<file path="src/rtl/uart_ram_dumper.sv">
// uart_ram_dumper
//   Streams a block of RAM words out to a UART TX FIFO, one byte at a time,
//   least-significant byte of each word first.
//
// Ports
//   clk, rstb         : clock (rising edge) / asynchronous active-low reset
//   start             : one-cycle dump request, honoured only while idle
//   start_addr        : first word address, sampled on an accepted start
//   word_cnt          : number of words to dump (0 gives an immediate done)
//   abort             : abandon the current dump, no done pulse
//   busy              : high whenever a dump is in progress
//   done              : one-cycle pulse when a dump finishes normally
//   ram_rd_en/ram_addr: single-cycle RAM read strobe and word address
//   ram_rd_data       : RAM read data, valid the cycle after ram_rd_en
//   tx_wr_req/data    : byte offered to the TX FIFO, held until accepted
//   tx_wr_ready       : TX FIFO accepts a byte when tx_wr_req & tx_wr_ready

module uart_ram_dumper #(
    parameter int ADDR_LEN = 14,
    parameter int XLEN     = 32
) (
    input  logic                clk,
    input  logic                rstb,
    input  logic                start,
    input  logic [ADDR_LEN-1:0] start_addr,
    input  logic [ADDR_LEN:0]   word_cnt,
    input  logic                abort,
    output logic                busy,
    output logic                done,
    output logic                ram_rd_en,
    output logic [ADDR_LEN-1:0] ram_addr,
    input  logic [XLEN-1:0]     ram_rd_data,
    output logic                tx_wr_req,
    output logic [7:0]          tx_wr_data,
    input  logic                tx_wr_ready
);

    localparam int NB   = XLEN / 8;
    localparam int IDXW = (NB > 1) ? $clog2(NB) : 1;
    localparam int CW   = ADDR_LEN + 1;

    typedef enum logic [2:0] {
        S_IDLE,
        S_READ,
        S_CAPTURE,
        S_SEND,
        S_NEXT
    } state_t;

    state_t              r_state;
    logic                r_busy;
    logic                r_done;
    logic                r_rd_en;
    logic [ADDR_LEN-1:0] r_addr;
    logic [CW-1:0]       r_rem;
    logic [XLEN-1:0]     r_buf;
    logic [IDXW-1:0]     r_idx;
    logic                r_tx_req;
    logic [7:0]          r_tx_data;

    logic                w_xfer;
    logic                w_last;
    logic [IDXW-1:0]     w_idx_nxt;
    logic [ADDR_LEN-1:0] w_addr_nxt;
    logic [CW-1:0]       w_rem_nxt;

    assign w_xfer     = r_tx_req & tx_wr_ready;
    assign w_last     = (r_idx == IDXW'(NB - 1));
    assign w_idx_nxt  = r_idx + IDXW'(1);
    assign w_addr_nxt = r_addr + ADDR_LEN'(1);   // natural wrap at 2^ADDR_LEN
    assign w_rem_nxt  = r_rem - CW'(1);

    always_ff @(posedge clk or negedge rstb) begin
        if (!rstb) begin
            r_state   <= S_IDLE;
            r_busy    <= 1'b0;
            r_done    <= 1'b0;
            r_rd_en   <= 1'b0;
            r_addr    <= '0;
            r_rem     <= '0;
            r_buf     <= '0;
            r_idx     <= '0;
            r_tx_req  <= 1'b0;
            r_tx_data <= '0;
        end else begin
            r_done <= 1'b0;
            if (abort && r_state != S_IDLE) begin
                // A byte accepted this same cycle is already gone; just stop.
                r_state  <= S_IDLE;
                r_busy   <= 1'b0;
                r_rd_en  <= 1'b0;
                r_tx_req <= 1'b0;
            end else begin
                case (r_state)
                    S_IDLE: begin
                        if (start && !abort) begin
                            if (word_cnt != '0) begin
                                r_addr  <= start_addr;
                                r_rem   <= word_cnt;
                                r_rd_en <= 1'b1;
                                r_busy  <= 1'b1;
                                r_state <= S_READ;
                            end else begin
                                r_done <= 1'b1;
                            end
                        end
                    end
                    S_READ: begin
                        r_rd_en <= 1'b0;
                        r_state <= S_CAPTURE;
                    end
                    S_CAPTURE: begin
                        // Present byte 0 straight from the RAM bus so SEND
                        // starts with a valid byte on its first cycle.
                        r_buf     <= ram_rd_data;
                        r_idx     <= '0;
                        r_tx_req  <= 1'b1;
                        r_tx_data <= ram_rd_data[7:0];
                        r_state   <= S_SEND;
                    end
                    S_SEND: begin
                        if (w_xfer) begin
                            if (w_last) begin
                                r_tx_req <= 1'b0;
                                r_state  <= S_NEXT;
                            end else begin
                                r_idx     <= w_idx_nxt;
                                r_tx_data <= r_buf[8*int'(w_idx_nxt) +: 8];
                            end
                        end
                    end
                    S_NEXT: begin
                        r_rem  <= w_rem_nxt;
                        r_addr <= w_addr_nxt;
                        if (w_rem_nxt == '0) begin
                            r_done  <= 1'b1;
                            r_busy  <= 1'b0;
                            r_state <= S_IDLE;
                        end else begin
                            r_rd_en <= 1'b1;
                            r_state <= S_READ;
                        end
                    end
                    default: begin
                        r_busy   <= 1'b0;
                        r_rd_en  <= 1'b0;
                        r_tx_req <= 1'b0;
                        r_state  <= S_IDLE;
                    end
                endcase
            end
        end
    end

    assign busy       = r_busy;
    assign done       = r_done;
    assign ram_rd_en  = r_rd_en;
    assign ram_addr   = r_addr;
    assign tx_wr_req  = r_tx_req;
    assign tx_wr_data = r_tx_data;

endmodule

</file>
<file path="config.mk">
export PLATFORM = sky130hd
export DESIGN_NAME = uart_ram_dumper
export DESIGN_NICKNAME = d
export VERILOG_FILES = /design/src/rtl/uart_ram_dumper.sv
export SDC_FILE = /design/constraint.sdc
export NUM_CORES = 1
export LEC_CHECK = 0
export BUFFER_PORTS_ARGS = -buffer_cell sky130_fd_sc_hd__buf_2
export CORE_ASPECT_RATIO = 0.5
export CORE_UTILIZATION = 35
export CTS_CLUSTER_DIAMETER = 40
export DETAILED_ROUTE_END_ITERATION = 16
export PLACE_DENSITY = 0.59
export SYNTH_ARGS = -nofsm -noshare
export SYNTH_HDL_FRONTEND = slang
export SYNTH_SLANG_ARGS = --single-unit
export TNS_END_PERCENT = 10
</file>
<file path="constraint.sdc">
create_clock -name clk -period 3 [get_ports clk]
set_input_delay 0.15 -clock clk [delete_from_list [all_inputs] [get_ports clk]]
set_output_delay 0.15 -clock clk [all_outputs]
set_load 0.01 [all_outputs]
</file>
==> After elaboration in Yosys (flattened, before gate mapping) <==
Index checks and enable logic that the tools add are counted.
{ "totals": {"input_bits": 66, "register_bits": 78} }
{ "op_classes": {"eq_ne": 18, "reduce_logical": 19, "muxes": 36, "n_addsub": 3, "bitwise_logic": 2, "n_shift": 1} }
{ "op_table": {"columns": ["op", "n"], "rows": [
  ["variable part select 32 x 6 -> 8 bit", 1],
  ["two-way mux 15 bit", 2],
  ["case mux 15 bit (2 select lines)", 1],
  ["two-way mux 14 bit", 2],
  ["case mux 14 bit (2 select lines)", 1],
  ["AND reduction 4 bit", 5],
  ["!= test 3 bit (second input constant)", 6],
  ["two-way mux 8 bit", 2],
  ["case mux 8 bit (2 select lines)", 1],
  ["zero test 15 bit", 1],
  ["two-way mux 3 bit", 5],
  ["case mux 3 bit (5 select lines)", 1],
  ["nonzero test 15 bit", 1],
  ["subtractor 15 x 1 -> 15 bit (second input constant)", 1],
  ["adder 14 x 1 -> 14 bit (second input constant)", 1],
  ["two-way mux 1 bit", 14],
  ["case mux 1 bit (3 select lines)", 3],
  ["!= test 2 bit (second input constant)", 4],
  ["equality test 3 x 2 -> 1 bit (second input constant)", 2],
  ["!= test 2 x 1 -> 1 bit (second input constant)", 3],
  ["OR reduction 3 bit", 2],
  ["two-way mux 2 bit", 2],
  ["case mux 2 bit (2 select lines)", 1],
  ["nonzero test 2 bit", 2],
  ["other kinds (14)", 15]
]} }

==> Logic depth before layout (Yosys ltp) <==
Gate-level depths: netlist (run 1).
{ "depth": {"depth_word": 5, "depth_mapped": 9, "ltp_nobuf": 8} }

==> Worst setup path before layout (run 1) <==
Ideal clock, no wire load.
{ "synth_path": {"kind": "register to register", "start": "register r_rem[0]", "end": "register r_busy, in the netlist busy", "t_required_ps": 2874, "path_stages_with_launch": 10, "arrival_time_ps": 2545, "setup_slack_ps": 329, "path_cell_list": "dfrtp_1 > clkbuf_1 > inv_1 > ha_1 > nor3b_1 > nand3_1 > xnor2_1 > a2111oi_4 > nand2_2 > a221o_1"} }
{ "synth_via": {"elab_chain_len": 4} }
{ "synth_rtl": {"columns": ["element", "line_no", "text"], "rows": [
  ["start, declared", "55", "logic [CW-1:0] r_rem;"],
  ["start signal, assigned", "99", "r_rem <= word_cnt;"],
  ["start signal, assigned", "133", "r_rem <= w_rem_nxt;"],
  ["subtractor 15 x 1 -> 15 bit", "71", "assign w_rem_nxt = r_rem - CW'(1);"],
  ["zero test 15 bit", "135", "if (w_rem_nxt == '0) begin"],
  ["!= test 3 bit (no line)", null, null],
  ["AND reduction 4 bit (no line)", null, null],
  ["end signal, assigned", "76", "r_busy <= 1'b0;"],
  ["end signal, assigned", "137", "r_busy <= 1'b0;"],
  ["end signal, assigned", "145", "r_busy <= 1'b0;"],
  ["end, declared", "51", "logic r_busy;"]
]} }
Every way passes these cells.
A chain may end at the register's enable or synchronous reset.

==> Worst setup path after layout (run 1) <==
{ "layout_path": {"start": "register r_rem[1]", "end": "register r_busy, in the netlist busy"} }
The elaborated chain is that of the path after synthesis.

==> impl_metrics.prom, run 1 <==
# TYPE chip_impl_metric gauge
chip_impl_metric{name="vdd_drop_max",unit="mV"} 0.348
chip_impl_info{name="cts_root_buffer",value="sky130_fd_sc_hd__clkbuf_16"} 1
chip_impl_info{name="rsz0062_at_grt",value="no"} 1
chip_impl_metric{name="number_of_global_route_vias_before_repair",unit=""} 3577
chip_impl_metric{name="vias",unit=""} 3660
chip_impl_metric{name="synth.top_cell.area_share",unit=""} 0.453
chip_impl_metric{name="slew-limit-headroom",unit=""} 0.508
chip_impl_metric{name="switching_share",unit=""} 0.376
chip_impl_metric{name="synth-async-reset-ratio",unit=""} 1.00
chip_impl_metric{name="drc",unit=""} 0
chip_impl_metric{name="timing_max_transition_violations_final",unit=""} 0
chip_impl_metric{name="critical_path_required",unit="ns"} 3.21
chip_impl_metric{name="netlist_area",unit="um^2"} 4310
chip_impl_metric{name="drive_above_1_share",unit=""} 0.274
chip_impl_metric{name="cellPowerDensity",unit="nW/um^2"} 965
chip_impl_metric{name="area_growth",unit="%"} 22.4
chip_impl_metric{name="critical_path.max_fanout",unit=""} 10
chip_impl_metric{name="routed_wirelength",unit="um"} 10600
chip_impl_metric{name="arrival",unit="ns"} 2.99
chip_impl_metric{name="minimum_setup_slack_after_placement",unit="ns"} 0.220
chip_impl_metric{name="power.combinational.fraction",unit=""} 0.377
chip_impl_metric{name="synthesis.yosys.warnings",unit=""} 0
chip_impl_info{name="holdCritPathClass",value="input pin to flip-flop"} 1
chip_impl_metric{name="synthesized_netlist_cell_count",unit=""} 434
chip_impl_metric{name="clock_sinks",unit=""} 78
chip_impl_metric{name="finalSetupViolations",unit=""} 0
chip_impl_metric{name="clock-skew-final",unit="ns"} 0.00510
chip_impl_metric{name="fp.dieArea",unit="um^2"} 12800
chip_impl_metric{name="antenna_left",unit=""} 0
chip_impl_info{name="critPathSlowestCell",value="sky130_fd_sc_hd__dfrtp_1"} 1
chip_impl_metric{name="num_antenna_cells",unit=""} 0
chip_impl_metric{name="io-pin-count",unit=""} 92
chip_impl_metric{name="route.detailed.vias_per_inst",unit=""} 5.30
chip_impl_metric{name="fin_crit",unit="ns"} 2.78
chip_impl_metric{name="min_period_over_period",unit=""} 0.928
chip_impl_metric{name="clock_power_share",unit=""} 0.213
chip_impl_metric{name="number_of_cts_inserted_buffers",unit=""} 9
chip_impl_metric{name="dieWidth",unit="um"} 159
chip_impl_metric{name="cts-root-to-sink-buffers",unit=""} 2
chip_impl_metric{name="nets",unit=""} 591
chip_impl_metric{name="detail_route.iter0.violations",unit=""} 213
chip_impl_info{name="timing.critical_path.max_delay_family",value="compound AO/OA/AOI/OAI gates"} 1
chip_impl_info{name="run_status",value="finished clean"} 1
chip_impl_metric{name="timing.final.ws_setup",unit="ns"} 0.216
chip_impl_metric{name="synth_seq_area_share",unit=""} 0.453
chip_impl_metric{name="cp_slowest_stage_delay",unit="ns"} 0.47
chip_impl_metric{name="multi_input_area",unit="um^2"} 2200
chip_impl_metric{name="actual_slew_at_the_worst_max_slew_pin",unit="ns"} 0.737
chip_impl_metric{name="number_of_synthesized_register_bits",unit=""} 78
chip_impl_metric{name="worst_setup_hold_path_clk_slew",unit="ns"} 0.06
chip_impl_metric{name="synthesis.area_per_instance",unit="um^2"} 9.92
chip_impl_info{name="netlist_top_cells_area",value="sky130_fd_sc_hd__dfrtp_1 45%, sky130_fd_sc_hd__mux2_1 7.8%, sky130_fd_sc_hd__a21oi_1 5.3%, sky130_fd_sc_hd__o21ai_0 4.6%, sky130_fd_sc_hd__mux4_2 4.2%"} 1
chip_impl_metric{name="power.static_leakage",unit="nW"} 2.26
chip_impl_metric{name="floorplan.initialDensity",unit=""} 0.362
chip_impl_metric{name="gr-total-overflow",unit=""} 0
chip_impl_metric{name="seq_area",unit="um^2"} 1950
chip_impl_metric{name="core_area",unit="um^2"} 11900
chip_impl_metric{name="report.final.hold_viol_count",unit=""} 0
chip_impl_metric{name="fmax",unit="MHz"} 359
chip_impl_metric{name="synth-edff-count",unit=""} 0
chip_impl_metric{name="grt_usage",unit=""} 0.178
chip_impl_metric{name="totalNegativeSetupSlack",unit="ns"} 0
chip_impl_info{name="criticalPathCategory",value="flip-flop to flip-flop"} 1
chip_impl_metric{name="post_drt_wl_per_cell",unit="um"} 15.4
chip_impl_metric{name="internal-power",unit="W"} 0.00318
chip_impl_info{name="cts_tree",value="yes"} 1
chip_impl_info{name="synth_most_common_cell",value="sky130_fd_sc_hd__dfrtp_1"} 1
chip_impl_metric{name="num_rows",unit=""} 28
chip_impl_info{name="critPathLaunchType",value="flip-flop"} 1
chip_impl_metric{name="total_switching_power",unit="W"} 0.00191
chip_impl_metric{name="power.share.sequential",unit=""} 0.411
chip_impl_metric{name="max_cap_violations",unit=""} 0
chip_impl_info{name="synth_commonest_cells",value="78 x sky130_fd_sc_hd__dfrtp_1, 46 x sky130_fd_sc_hd__a21oi_1, 40 x sky130_fd_sc_hd__nor2_1, 40 x sky130_fd_sc_hd__o21ai_0, 30 x sky130_fd_sc_hd__mux2_1"} 1
chip_impl_metric{name="finalWeightedCongestion",unit=""} 0.819
chip_impl_metric{name="global_route_wire_length_before_repair",unit="um"} 18000
chip_impl_info{name="synth_largest_area_cell",value="sky130_fd_sc_hd__dfrtp_1"} 1
chip_impl_metric{name="number_of_antenna_violations_at_the_first_check_in_global_routing",unit=""} 0
chip_impl_info{name="timing.critical_path.to_type",value="flip-flop"} 1
chip_impl_metric{name="hpwlAfterDp",unit="um"} 7490
chip_impl_info{name="synth_top_flop_cell",value="sky130_fd_sc_hd__dfrtp_1"} 1
chip_impl_metric{name="buffers_added_on_ports",unit=""} 91
chip_impl_metric{name="cts_max_level",unit=""} 3
chip_impl_metric{name="maximum_number_of_pins_on_one_net_before_global_route_repair",unit=""} 59
chip_impl_metric{name="source_to_sink_clock_delay_at_the_later_pin_of_the_worst_skew_pair",unit="ns"} 0.33
chip_impl_info{name="worstPathCellList",value="inv_1 > ha_1 > or3b_1 > o32ai_1 > a32oi_1 > a2111oi_4 > nand2_2 > a221o_1"} 1
chip_impl_metric{name="number_of_post_cts_setup_repair_buffers",unit=""} 0
chip_impl_metric{name="detailedRoute.firstPassIterationCount",unit=""} 4
chip_impl_metric{name="num-fill-cells",unit=""} 1193
chip_impl_metric{name="synth_cell_type_count",unit=""} 58
chip_impl_metric{name="synth.net_count",unit=""} 504
chip_impl_metric{name="fp.dieH",unit="um"} 80.4
chip_impl_metric{name="timing.critical_path.buf_inv",unit=""} 1
registers in the layout, summed over array words and instances, names as in the netlist:
signal and cells:
r_buf 32, r_state 3, r_idx 2, tx_wr_data 8, done 1, busy 1, ram_rd_en 1, r_rem 15
ram_addr 14, tx_wr_req 1
cells in the final DEF (no fill, tap or decap), drive strengths merged, types with 4 or more instances in the layout:
cell type and instances:
buf 106, dfrtp 78, a21oi 46, o21ai 43
nor2 40, mux2 33, nand2 25, nor3 14
nand3 11, mux2i 10, clkbuf 10, inv 8
mux4 8, nor4 8, a31oi 7, o22ai 7
nand4 6, o32ai 4, a32oi 4, ha 4
power groups by stage:
stage	sequential, W	combinational, W	clock, W
4_1_cts	0.00209	0.00194	0.00112
6_report	0.00209	0.00192	0.00108
5_1_grt	0.00219	0.00217	0.00116
3_3_place_gp	0.00209	0.00191	0
2_1_floorplan	0.00195	0.00144	0
3_5_place_dp	0.00211	0.00194	0
worst register-to-register path, stage by stage (launching register included):
cell	delay [ns]
sky130_fd_sc_hd__dfrtp_1	0.47
sky130_fd_sc_hd__inv_1	0.13
sky130_fd_sc_hd__ha_1	0.39
sky130_fd_sc_hd__or3b_1	0.47
sky130_fd_sc_hd__o32ai_1	0.30
sky130_fd_sc_hd__a32oi_1	0.18
sky130_fd_sc_hd__a2111oi_4	0.31
sky130_fd_sc_hd__nand2_2	0.09
sky130_fd_sc_hd__a221o_1	0.33
layer usage:
layer  vias up  track usage  wire length, um
li1       1797            -                -
met1      1774        0.234             5050
met2        79        0.286             4920
met3        10       0.0491              521
met4         0       0.0529              109
met5         -            0                0
what timing repair did:
action | 4_1_cts | 5_1_grt
gates resized for setup | 0 | 0
hold buffers | 1 | 0
hold endpoints to repair | 56 | 0
kinds of logic after synthesis:
family,share of synthesized area
adders and majority gates,0.0116
and+or+nand+nor,0.149
muxes,0.151
DFF,0.453
AOI/OAI and AO/OA,0.192
xor gates and xnor gates,0.00407
buffers and inverters,0.0386
metrics by stage:
step	util	hold slack [ns]	std cells	area, um^2	power, W
after floorplan	-	-0.146	434	4310	0.00339
after global placement	0.417	0.264	674	4960	0.00399
after detailed placement	0.417	0.262	674	4960	0.00405
after CTS	0.443	0.0153	690	5270	0.00516
after global routing	0.443	0.0189	690	5270	0.00552
final	0.443	0.0319	690	5270	0.00509
path summary, 6_finish.rpt:
| path | from | cells after the start | to | slack, ns |
|---|---|---|---|---|
| setup / recovery | r_rem[1]$_DFFE_PN0P_ | 8 | busy$_DFFE_PN0P_ | 0.22 |
| max in group asynchronous | rstb | 3 | tx_wr_req$_DFFE_PN0P_ | 1.90 |
| hold reg to reg | r_buf[29]$_DFFE_PN0P_ | 1 | r_buf[29]$_DFFE_PN0P_ | 0.48 |
| setup reg to reg | r_rem[1]$_DFFE_PN0P_ | 8 | busy$_DFFE_PN0P_ | 0.22 |
| min in group asynchronous | rstb | 2 | r_rem[7]$_DFFE_PN0P_ | 0.42 |
| hold / removal | ram_rd_data[30] | 2 | r_buf[30]$_DFFE_PN0P_ | 0.03 |
cell type report:
| class | instances | area share |
|---|---|---|
| multi-input combinational | 317 | 0.418 |
| sequential | 78 | 0.370 |
| timing repair buffer | 107 | 0.110 |
| clock buffer | 10 | 0.0453 |
| tap | 165 | 0.0392 |
| clock inverter | 5 | 0.0114 |
| inverter | 8 | 0.00570 |
(Power assumes the default switching activity.)
==> run 2, diff against run 1 <==
- ABC_AREA: default -> 1
- CORE_UTILIZATION: 35 -> 30
- PLACE_DENSITY: 0.59 -> 0.48
==> run 2 against run 1 <==
  * Final cell count grew 22%
  * Global-route usage shrank 1.0 points
  * Synthesized cell count grew 29%
  * Critical path type unchanged
  * Cell area grew 2.8%
  * Highest routed layer unchanged
  * The run now ends with hold timing left
==> impl_metrics.prom, run 2 <==
# TYPE chip_impl_metric gauge
chip_impl_metric{name="detail_route.iter0.violations",unit=""} 240
chip_impl_info{name="crit_path_frequent_cell",value="sky130_fd_sc_hd__inv_2"} 1
chip_impl_metric{name="clock_sinks",unit=""} 78
chip_impl_metric{name="number_of_global_route_vias_before_repair",unit=""} 3974
chip_impl_metric{name="synth.net_count",unit=""} 631
chip_impl_info{name="layout.cells.most_common_list",value="118 x sky130_fd_sc_hd__nand2_1, 90 x sky130_fd_sc_hd__buf_2, 78 x sky130_fd_sc_hd__dfrtp_1"} 1
chip_impl_metric{name="hpwlAfterDp",unit="um"} 8470
chip_impl_info{name="top_layer",value="met4"} 1
chip_impl_info{name="regMostFlops",value="r_buf"} 1
chip_impl_info{name="run_status",value="finished with violations"} 1
chip_impl_metric{name="netlist_area",unit="um^2"} 4420
chip_impl_metric{name="multi_input_area",unit="um^2"} 2160
chip_impl_metric{name="nets",unit=""} 716
chip_impl_metric{name="buffers_added_on_ports",unit=""} 91
chip_impl_info{name="timing.critical_path.max_delay_family",value="simple AND/OR/NAND/NOR gates"} 1
chip_impl_metric{name="post_route_hold_slack",unit="ns"} -0.0196
chip_impl_metric{name="seq_area",unit="um^2"} 1950
chip_impl_metric{name="cellPowerDensity",unit="nW/um^2"} 1060
chip_impl_info{name="synth_largest_area_cell",value="sky130_fd_sc_hd__dfrtp_1"} 1
chip_impl_metric{name="fp.dieH",unit="um"} 87.9
chip_impl_metric{name="timing_max_transition_violations_final",unit=""} 0
chip_impl_metric{name="worst-r2r-setup-slack",unit="ns"} 0.78
chip_impl_metric{name="maximum_number_of_pins_on_one_net_before_global_route_repair",unit=""} 79
chip_impl_metric{name="power.static_leakage",unit="nW"} 2.59
chip_impl_info{name="critPathSlowestCell",value="sky130_fd_sc_hd__nor2_8"} 1
chip_impl_metric{name="finalSetupViolations",unit=""} 0
chip_impl_info{name="cts_tree",value="yes"} 1
chip_impl_metric{name="synth_cell_type_count",unit=""} 37
chip_impl_info{name="synth_commonest_cells",value="118 x sky130_fd_sc_hd__nand2_1, 78 x sky130_fd_sc_hd__dfrtp_1, 66 x sky130_fd_sc_hd__nor2_1"} 1
chip_impl_metric{name="num-fill-cells",unit=""} 1482
chip_impl_metric{name="rr_worst_depth",unit=""} 9
chip_impl_info{name="holdCritPathClass",value="input pin to asynchronous set/reset pin"} 1
chip_impl_metric{name="source_to_sink_clock_delay_at_the_later_pin_of_the_worst_skew_pair",unit="ns"} 0.34
chip_impl_info{name="synth_top_flop_cell",value="sky130_fd_sc_hd__dfrtp_1"} 1
chip_impl_metric{name="synth_seq_area_share",unit=""} 0.441
chip_impl_metric{name="synthesized_netlist_cell_count",unit=""} 561
chip_impl_metric{name="largest_reg_flops",unit=""} 32
chip_impl_metric{name="critical_path.max_fanout",unit=""} 46
chip_impl_info{name="criticalPathCategory",value="flip-flop to flip-flop"} 1
chip_impl_metric{name="global_route_wire_length_before_repair",unit="um"} 20000
chip_impl_metric{name="fin_total_pwr",unit="W"} 0.00575
chip_impl_metric{name="timing.final.ws_setup",unit="ns"} 0.784
chip_impl_metric{name="arrival",unit="ns"} 2.46
chip_impl_metric{name="grt_usage",unit=""} 0.167
chip_impl_info{name="r2r-end",value="ram_addr[1]$_DFFE_PN0P_"} 1
chip_impl_metric{name="antenna_left",unit=""} 0
chip_impl_metric{name="totalNegativeSetupSlack",unit="ns"} 0
chip_impl_metric{name="crit_cells",unit=""} 9
chip_impl_metric{name="routed_wirelength",unit="um"} 11700
chip_impl_metric{name="route.met2.wl",unit="um"} 5330
chip_impl_metric{name="critical_path_required",unit="ns"} 3.24
chip_impl_info{name="timing.critical_path.to_type",value="flip-flop"} 1
chip_impl_metric{name="timing.critical_path.buf_inv",unit=""} 3
chip_impl_metric{name="min_period_over_period",unit=""} 0.739
chip_impl_metric{name="drive_above_1_share",unit=""} 0.260
chip_impl_metric{name="floorplan.initialDensity",unit=""} 0.317
chip_impl_metric{name="cts_max_level",unit=""} 3
chip_impl_metric{name="dieWidth",unit="um"} 174
chip_impl_metric{name="cp_slowest_stage_delay",unit="ns"} 0.50
chip_impl_metric{name="vias",unit=""} 3942
chip_impl_metric{name="actual_slew_at_the_worst_max_slew_pin",unit="ns"} 1.01
chip_impl_metric{name="fmax",unit="MHz"} 451
chip_impl_info{name="critical_path.endpoint",value="ram_addr[1]$_DFFE_PN0P_"} 1
chip_impl_info{name="netlist_top_cells_area",value="sky130_fd_sc_hd__dfrtp_1 44%, sky130_fd_sc_hd__nand2_1 10%, sky130_fd_sc_hd__o21ai_0 5.9%, sky130_fd_sc_hd__nor2_1 5.6%, sky130_fd_sc_hd__inv_1 4.2%"} 1
chip_impl_metric{name="synthesis.area_per_instance",unit="um^2"} 7.88
chip_impl_metric{name="post_drt_wl_per_cell",unit="um"} 13.9
chip_impl_metric{name="num_antenna_cells",unit=""} 0
chip_impl_info{name="worstPathCellList",value="nor2_1 > inv_2 > nor2_4 > nor2_1 > nor2_2 > inv_2 > nor2_8 > inv_2 > o31ai_1"} 1
chip_impl_metric{name="fp.dieArea",unit="um^2"} 15300
chip_impl_metric{name="drc",unit=""} 0
chip_impl_metric{name="number_of_antenna_violations_at_the_first_check_in_global_routing",unit=""} 0
chip_impl_metric{name="route.detailed.vias_per_inst",unit=""} 4.68
chip_impl_metric{name="cts-root-to-sink-buffers",unit=""} 2
chip_impl_metric{name="post_cts_hold_buffer_count",unit=""} 0
chip_impl_metric{name="wl_met3",unit="um"} 426
chip_impl_metric{name="synth.top_cell.area_share",unit=""} 0.441
chip_impl_metric{name="worst_setup_hold_path_clk_slew",unit="ns"} 0.07
chip_impl_info{name="layout_commonest_cell",value="sky130_fd_sc_hd__nand2_1"} 1
chip_impl_metric{name="post_cts.resized_instances",unit=""} 0
chip_impl_info{name="critPathLaunch",value="r_state[0]$_DFFE_PN0P_"} 1
chip_impl_metric{name="fin_crit",unit="ns"} 2.22
chip_impl_info{name="cts_root_buffer",value="sky130_fd_sc_hd__clkbuf_16"} 1
chip_impl_metric{name="clock-skew-final",unit="ns"} 0.00897
chip_impl_metric{name="report.final.hold_viol_count",unit=""} 23
chip_impl_info{name="worst_r2r_startpoint",value="r_state[0]$_DFFE_PN0P_"} 1
chip_impl_info{name="failed_checks",value="hold timing"} 1
chip_impl_metric{name="io-pin-count",unit=""} 92
chip_impl_info{name="critPathLaunchType",value="flip-flop"} 1
chip_impl_metric{name="finalWeightedCongestion",unit=""} 0.837
chip_impl_metric{name="number_of_synthesized_register_bits",unit=""} 78
chip_impl_metric{name="minimum_setup_slack_after_placement",unit="ns"} 0.762
chip_impl_metric{name="number_of_post_cts_setup_repair_buffers",unit=""} 0
chip_impl_metric{name="slew-limit-headroom",unit=""} 0.324
chip_impl_metric{name="synthesis.yosys.warnings",unit=""} 0
chip_impl_metric{name="number_of_cts_inserted_buffers",unit=""} 9
chip_impl_metric{name="core_area",unit="um^2"} 14000
chip_impl_metric{name="max_cap_violations",unit=""} 0
chip_impl_metric{name="gr-total-overflow",unit=""} 0
chip_impl_metric{name="area_growth",unit="%"} 22.5
chip_impl_metric{name="synth-async-reset-ratio",unit=""} 1.00
chip_impl_metric{name="detailedRoute.firstPassIterationCount",unit=""} 4
chip_impl_metric{name="synth-edff-count",unit=""} 0
chip_impl_info{name="synth_most_common_cell",value="sky130_fd_sc_hd__nand2_1"} 1
chip_impl_info{name="rsz0062_at_grt",value="no"} 1
chip_impl_metric{name="num_rows",unit=""} 30
chip_impl_metric{name="m1WireLength",unit="um"} 5820
chip_impl_metric{name="vdd_drop_max",unit="mV"} 0.344
## run 2: cell count changes after synthesis, sizes merged, moves of 7 or more
| cell | previous run | this run |
|---|---|---|
| nand3 | 11 | 28 |
| mux4 | 8 | 0 |
| nor3 | 14 | 3 |
| clkbuf | 24 | 12 |
| nand2 | 25 | 124 |
| mux2i | 10 | 0 |
| o211ai | 1 | 9 |
| a31oi | 7 | 0 |
| inv | 8 | 55 |
| o21ai | 43 | 77 |
| nor2 | 40 | 79 |
| a21oi | 46 | 25 |
| mux2 | 33 | 16 |
## run 2: power by group
| part | leakage (nW) | internal, W | switching [W] |
|---|---|---|---|
| Sequential | 0.950 | 0.00155 | 0.000414 |
| Combinational | 1.47 | 0.000947 | 0.00154 |
| Clock | 0.173 | 0.000842 | 0.000462 |
## run 2: layout make-up
| cell class | count | share of cell area |
|---|---|---|
| multi-input cells | 404 | 0.398 |
| flip-flops and latches | 78 | 0.360 |
| repair buffers | 97 | 0.0928 |
| well taps | 192 | 0.0443 |
| clock buffers | 10 | 0.0441 |
| inverters | 56 | 0.0388 |
| clock inverters | 6 | 0.0215 |
## run 2: logic make-up (layout without fill, tap and decap cells)
| family | Yosys count | after routing | synth area share |
|---|---|---|---|
| multiplexers | 16 | 16 | 0.0407 |
| AO/OA/AOI/OAI | 124 | 124 | 0.159 |
| buffers and inverters | 79 | 169 | 0.0719 |
| flip-flops | 78 | 78 | 0.441 |
| AND/OR/NAND/NOR | 248 | 248 | 0.252 |
| adder cells (fa/ha/maj) | 4 | 4 | 0.0113 |
| XOR/XNOR | 12 | 12 | 0.0238 |
## run 2: worst min path at each step
stage,start,end,slack [ns],depth (start not counted)
floorplan,rstb,busy$_DFFE_PN0P_,-0.15,0
global placement,ram_rd_data[16],r_buf[16]$_DFFE_PN0P_,0.38,2
detailed placement,ram_rd_data[22],r_buf[22]$_DFFE_PN0P_,0.39,2
CTS,ram_rd_data[22],r_buf[22]$_DFFE_PN0P_,0.02,2
global route,ram_rd_data[16],r_buf[16]$_DFFE_PN0P_,0.02,2
finish,rstb,r_buf[17]$_DFFE_PN0P_,-0.02,1
## run 2: routing by layer
metal | vias to the layer above | global-route usage
li1 | 2031 | -
met1 | 1836 | 0.221
met2 | 63 | 0.279
met3 | 12 | 0.0343
met4 | 0 | 0.0518
met5 | - | 0
## run 2: worst reg2reg max path, delay by kind of cell (launching register included)
kind	cells	cell delay, ns
buffers and inverters	3	0.43
flip-flops	1	0.43
AND/OR/NAND/NOR	5	1.03
AO/OA/AOI/OAI	1	0.24
## run 2: metrics by stage
stage / hold slack (ns) / cells / instance area (um^2) / utilization
after global placement: 0.384 / 827 / 5060 / 0.363
after global routing: 0.0220 / 843 / 5420 / 0.388
after CTS: 0.0209 / 843 / 5420 / 0.388
final: -0.0196 / 843 / 5420 / 0.388
after detailed placement: 0.386 / 827 / 5060 / 0.363
after floorplan: -0.146 / 561 / 4420 / -
==> run 3, diff against run 2 <==
- PLACE_DENSITY: 0.48 -> 0.5
- clock period: 3 -> 1.8 ns (I/O delays scaled with it)
==> run 3 against run 2 <==
  * The flow now finishes without violations
  * Wire length grew 3.4%
  * Combinational power is 110% higher
  * Core utilization up 4.5 points
  * Power up 81%
  * First-iteration DRC count decreased by 22%
  * Flip-flop and latch count unchanged
  * Final cell count grew 6.5%
  * Clock skew is 0.0024 ns lower
  * Critical endpoint is now busy$_DFFE_PN0P_
==> impl_metrics.prom, run 3 (synthesis results as in run 2) <==
# TYPE chip_impl_metric gauge
chip_impl_metric{name="floorplan.initialDensity",unit=""} 0.317
chip_impl_metric{name="max_cap_violations",unit=""} 0
chip_impl_metric{name="cellPowerDensity",unit="nW/um^2"} 1720
chip_impl_metric{name="totalNegativeSetupSlack",unit="ns"} 0
chip_impl_metric{name="number_of_antenna_violations_at_the_first_check_in_global_routing",unit=""} 0
chip_impl_metric{name="maximum_number_of_pins_on_one_net_before_global_route_repair",unit=""} 50
chip_impl_metric{name="seq_area",unit="um^2"} 1960
chip_impl_info{name="timing.critical_path.to_type",value="flip-flop"} 1
chip_impl_metric{name="source_to_sink_clock_delay_at_the_later_pin_of_the_worst_skew_pair",unit="ns"} 0.33
chip_impl_metric{name="largest_reg_flops",unit=""} 32
chip_impl_metric{name="gr-total-overflow",unit=""} 0
chip_impl_metric{name="report.final.hold_viol_count",unit=""} 0
chip_impl_metric{name="vdd_drop_max",unit="mV"} 0.547
chip_impl_info{name="regMostFlops",value="r_buf"} 1
chip_impl_metric{name="nets",unit=""} 772
chip_impl_metric{name="arrival",unit="ns"} 2.00
chip_impl_metric{name="grt_usage",unit=""} 0.166
chip_impl_metric{name="slew-limit-headroom",unit=""} 0.523
chip_impl_metric{name="fin_crit",unit="ns"} 1.77
chip_impl_metric{name="drc",unit=""} 0
chip_impl_metric{name="finalCoreUtilization",unit=""} 0.433
chip_impl_metric{name="detailedRoute.firstPassIterationCount",unit=""} 4
chip_impl_metric{name="worst_setup_hold_path_clk_slew",unit="ns"} 0.06
chip_impl_info{name="layout.cells.most_common_list",value="107 x sky130_fd_sc_hd__nand2_1, 90 x sky130_fd_sc_hd__buf_2, 74 x sky130_fd_sc_hd__dfrtp_1"} 1
chip_impl_metric{name="route.detailed.vias_per_inst",unit=""} 4.60
chip_impl_metric{name="power.static_leakage",unit="nW"} 2.86
chip_impl_info{name="criticalPathCategory",value="flip-flop to flip-flop"} 1
chip_impl_metric{name="vias",unit=""} 4131
chip_impl_metric{name="num-fill-cells",unit=""} 1445
chip_impl_metric{name="io-pin-count",unit=""} 92
chip_impl_metric{name="critical_path_required",unit="ns"} 2.03
chip_impl_metric{name="min_period_over_period",unit=""} 0.985
chip_impl_metric{name="whs_path_depth",unit=""} 3
chip_impl_metric{name="number_of_cts_inserted_buffers",unit=""} 9
chip_impl_metric{name="fin_total_pwr",unit="W"} 0.0104
chip_impl_metric{name="global_route_wire_length_before_repair",unit="um"} 19900
chip_impl_metric{name="drive_above_1_share",unit=""} 0.337
chip_impl_metric{name="timing_max_transition_violations_final",unit=""} 0
chip_impl_metric{name="num_rows",unit=""} 30
chip_impl_info{name="cts_tree",value="yes"} 1
chip_impl_metric{name="clock-skew-final",unit="ns"} 0.00655
chip_impl_metric{name="core_area",unit="um^2"} 14000
chip_impl_info{name="rsz0062_at_grt",value="yes"} 1
chip_impl_metric{name="antenna_left",unit=""} 0
chip_impl_metric{name="hpwlAfterDp",unit="um"} 8850
chip_impl_metric{name="critical_path.max_fanout",unit=""} 3
chip_impl_metric{name="fmax",unit="MHz"} 564
chip_impl_metric{name="post_drt_wl_per_cell",unit="um"} 13.5
chip_impl_metric{name="rr_worst_depth",unit=""} 14
chip_impl_metric{name="detail_route.iter0.violations",unit=""} 187
chip_impl_metric{name="dieWidth",unit="um"} 174
chip_impl_metric{name="finalSetupViolations",unit=""} 0
chip_impl_metric{name="multi_input_area",unit="um^2"} 2290
chip_impl_metric{name="cts_max_level",unit=""} 3
chip_impl_info{name="critPathLaunchType",value="flip-flop"} 1
chip_impl_metric{name="routed_wirelength",unit="um"} 12100
chip_impl_metric{name="fp.dieArea",unit="um^2"} 15300
chip_impl_metric{name="num_antenna_cells",unit=""} 0
chip_impl_metric{name="buffers_added_on_ports",unit=""} 91
chip_impl_info{name="cts_root_buffer",value="sky130_fd_sc_hd__clkbuf_16"} 1
chip_impl_metric{name="actual_slew_at_the_worst_max_slew_pin",unit="ns"} 0.714
chip_impl_info{name="holdCritPathClass",value="input pin to flip-flop"} 1
chip_impl_metric{name="finalWeightedCongestion",unit=""} 0.864
chip_impl_metric{name="clock_sinks",unit=""} 78
chip_impl_metric{name="number_of_global_route_vias_before_repair",unit=""} 4054
chip_impl_info{name="layout_commonest_cell",value="sky130_fd_sc_hd__nand2_1"} 1
chip_impl_metric{name="cts-root-to-sink-buffers",unit=""} 2
chip_impl_metric{name="area_growth",unit="%"} 36.7
chip_impl_info{name="run_status",value="finished clean"} 1
chip_impl_metric{name="fp.dieH",unit="um"} 87.9
[run 3: cell count changes in the layout (fill, tap and decap cells not counted), sizes merged]
cell	previous run	this run
clkinv	3	1
inv	56	57
bufinv	3	1
clkbuf	10	9
clkinvlp	0	3
dlygate4sd3	0	20
buf	97	133
[run 3: metrics by stage]
stage               setup slack (ns)  instances  instance area [um^2]  hold slack, ns
floorplan                     0.0259        561                  4430          -0.206
global placement             0.00497        860                  5390        -0.00449
detailed placement           -0.0441        860                  5390        0.000271
CTS                          0.00197        896                  5910         0.00379
global route                  -0.155        898                  6050          0.0226
finish                        0.0265        898                  6050          0.0142
[run 3: path summary, 6_finish.rpt]
| path | start | to | slack, ns |
|---|---|---|---|
| min in group asynchronous | rstb | r_buf[20]$_DFFE_PN0P_ | 0.17 |
| setup / recovery | r_rem[2]$_DFFE_PN0P_ | busy$_DFFE_PN0P_ | 0.03 |
| max in group asynchronous | rstb | r_buf[21]$_DFFE_PN0P_ | 1.06 |
| setup reg to reg | r_rem[2]$_DFFE_PN0P_ | busy$_DFFE_PN0P_ | 0.03 |
| hold / removal | start_addr[10] | ram_addr[10]$_DFFE_PN0P_ | 0.01 |
| hold reg to reg | tx_wr_data[5]$_DFFE_PN0P_ | tx_wr_data[5]$_DFFE_PN0P_ | 0.48 |
[run 3: power by group]
group          internal, W  switching, W
registers          0.00259      0.000673
logic              0.00235       0.00294
clock network      0.00108      0.000769
[run 3: area by class of cell]
type,instances,area share
Multi-Input combinational cell,404,0.379
Sequential cell,78,0.324
Timing Repair Buffer,153,0.174
Tap cell,192,0.0397
Clock buffer,9,0.0372
Inverter,56,0.0352
Clock inverter,6,0.0116
[run 3: repair_timing]
action	CTS	global route
resized for setup	6	38
setup endpoints to repair	4	40
pin swaps	1	13
gates cloned	0	0
hold buffers	20	0
setup buffers	1	2
endpoints found under the hold margin	76	0
[run 3: worst max-delay path, stage by stage (launching register included)]
cell	delay [ns]
sky130_fd_sc_hd__dfrtp_2	0.45
sky130_fd_sc_hd__nor2_4	0.18
sky130_fd_sc_hd__nand2_2	0.10
sky130_fd_sc_hd__nor2_4	0.15
sky130_fd_sc_hd__nand2_2	0.06
sky130_fd_sc_hd__nand2_2	0.06
sky130_fd_sc_hd__nand2_2	0.05
sky130_fd_sc_hd__nor2_2	0.07
sky130_fd_sc_hd__nand2_1	0.07
sky130_fd_sc_hd__nor2_2	0.14
sky130_fd_sc_hd__nand2_1	0.09
sky130_fd_sc_hd__nand3_2	0.08
sky130_fd_sc_hd__nand3_2	0.06
sky130_fd_sc_hd__nand2_1	0.07
sky130_fd_sc_hd__nand2_1	0.05
[run 3: metal layers]
layer / wire length [um] / part of all wire / track usage / up-vias
met5: 0 / 0 / 0 / -
met4: 139 / 0.011 / 0.0494 / 0
met3: 360 / 0.030 / 0.0352 / 13
met2: 5570 / 0.46 / 0.277 / 72
met1: 6060 / 0.50 / 0.221 / 1904
li1: - / - / - / 2142
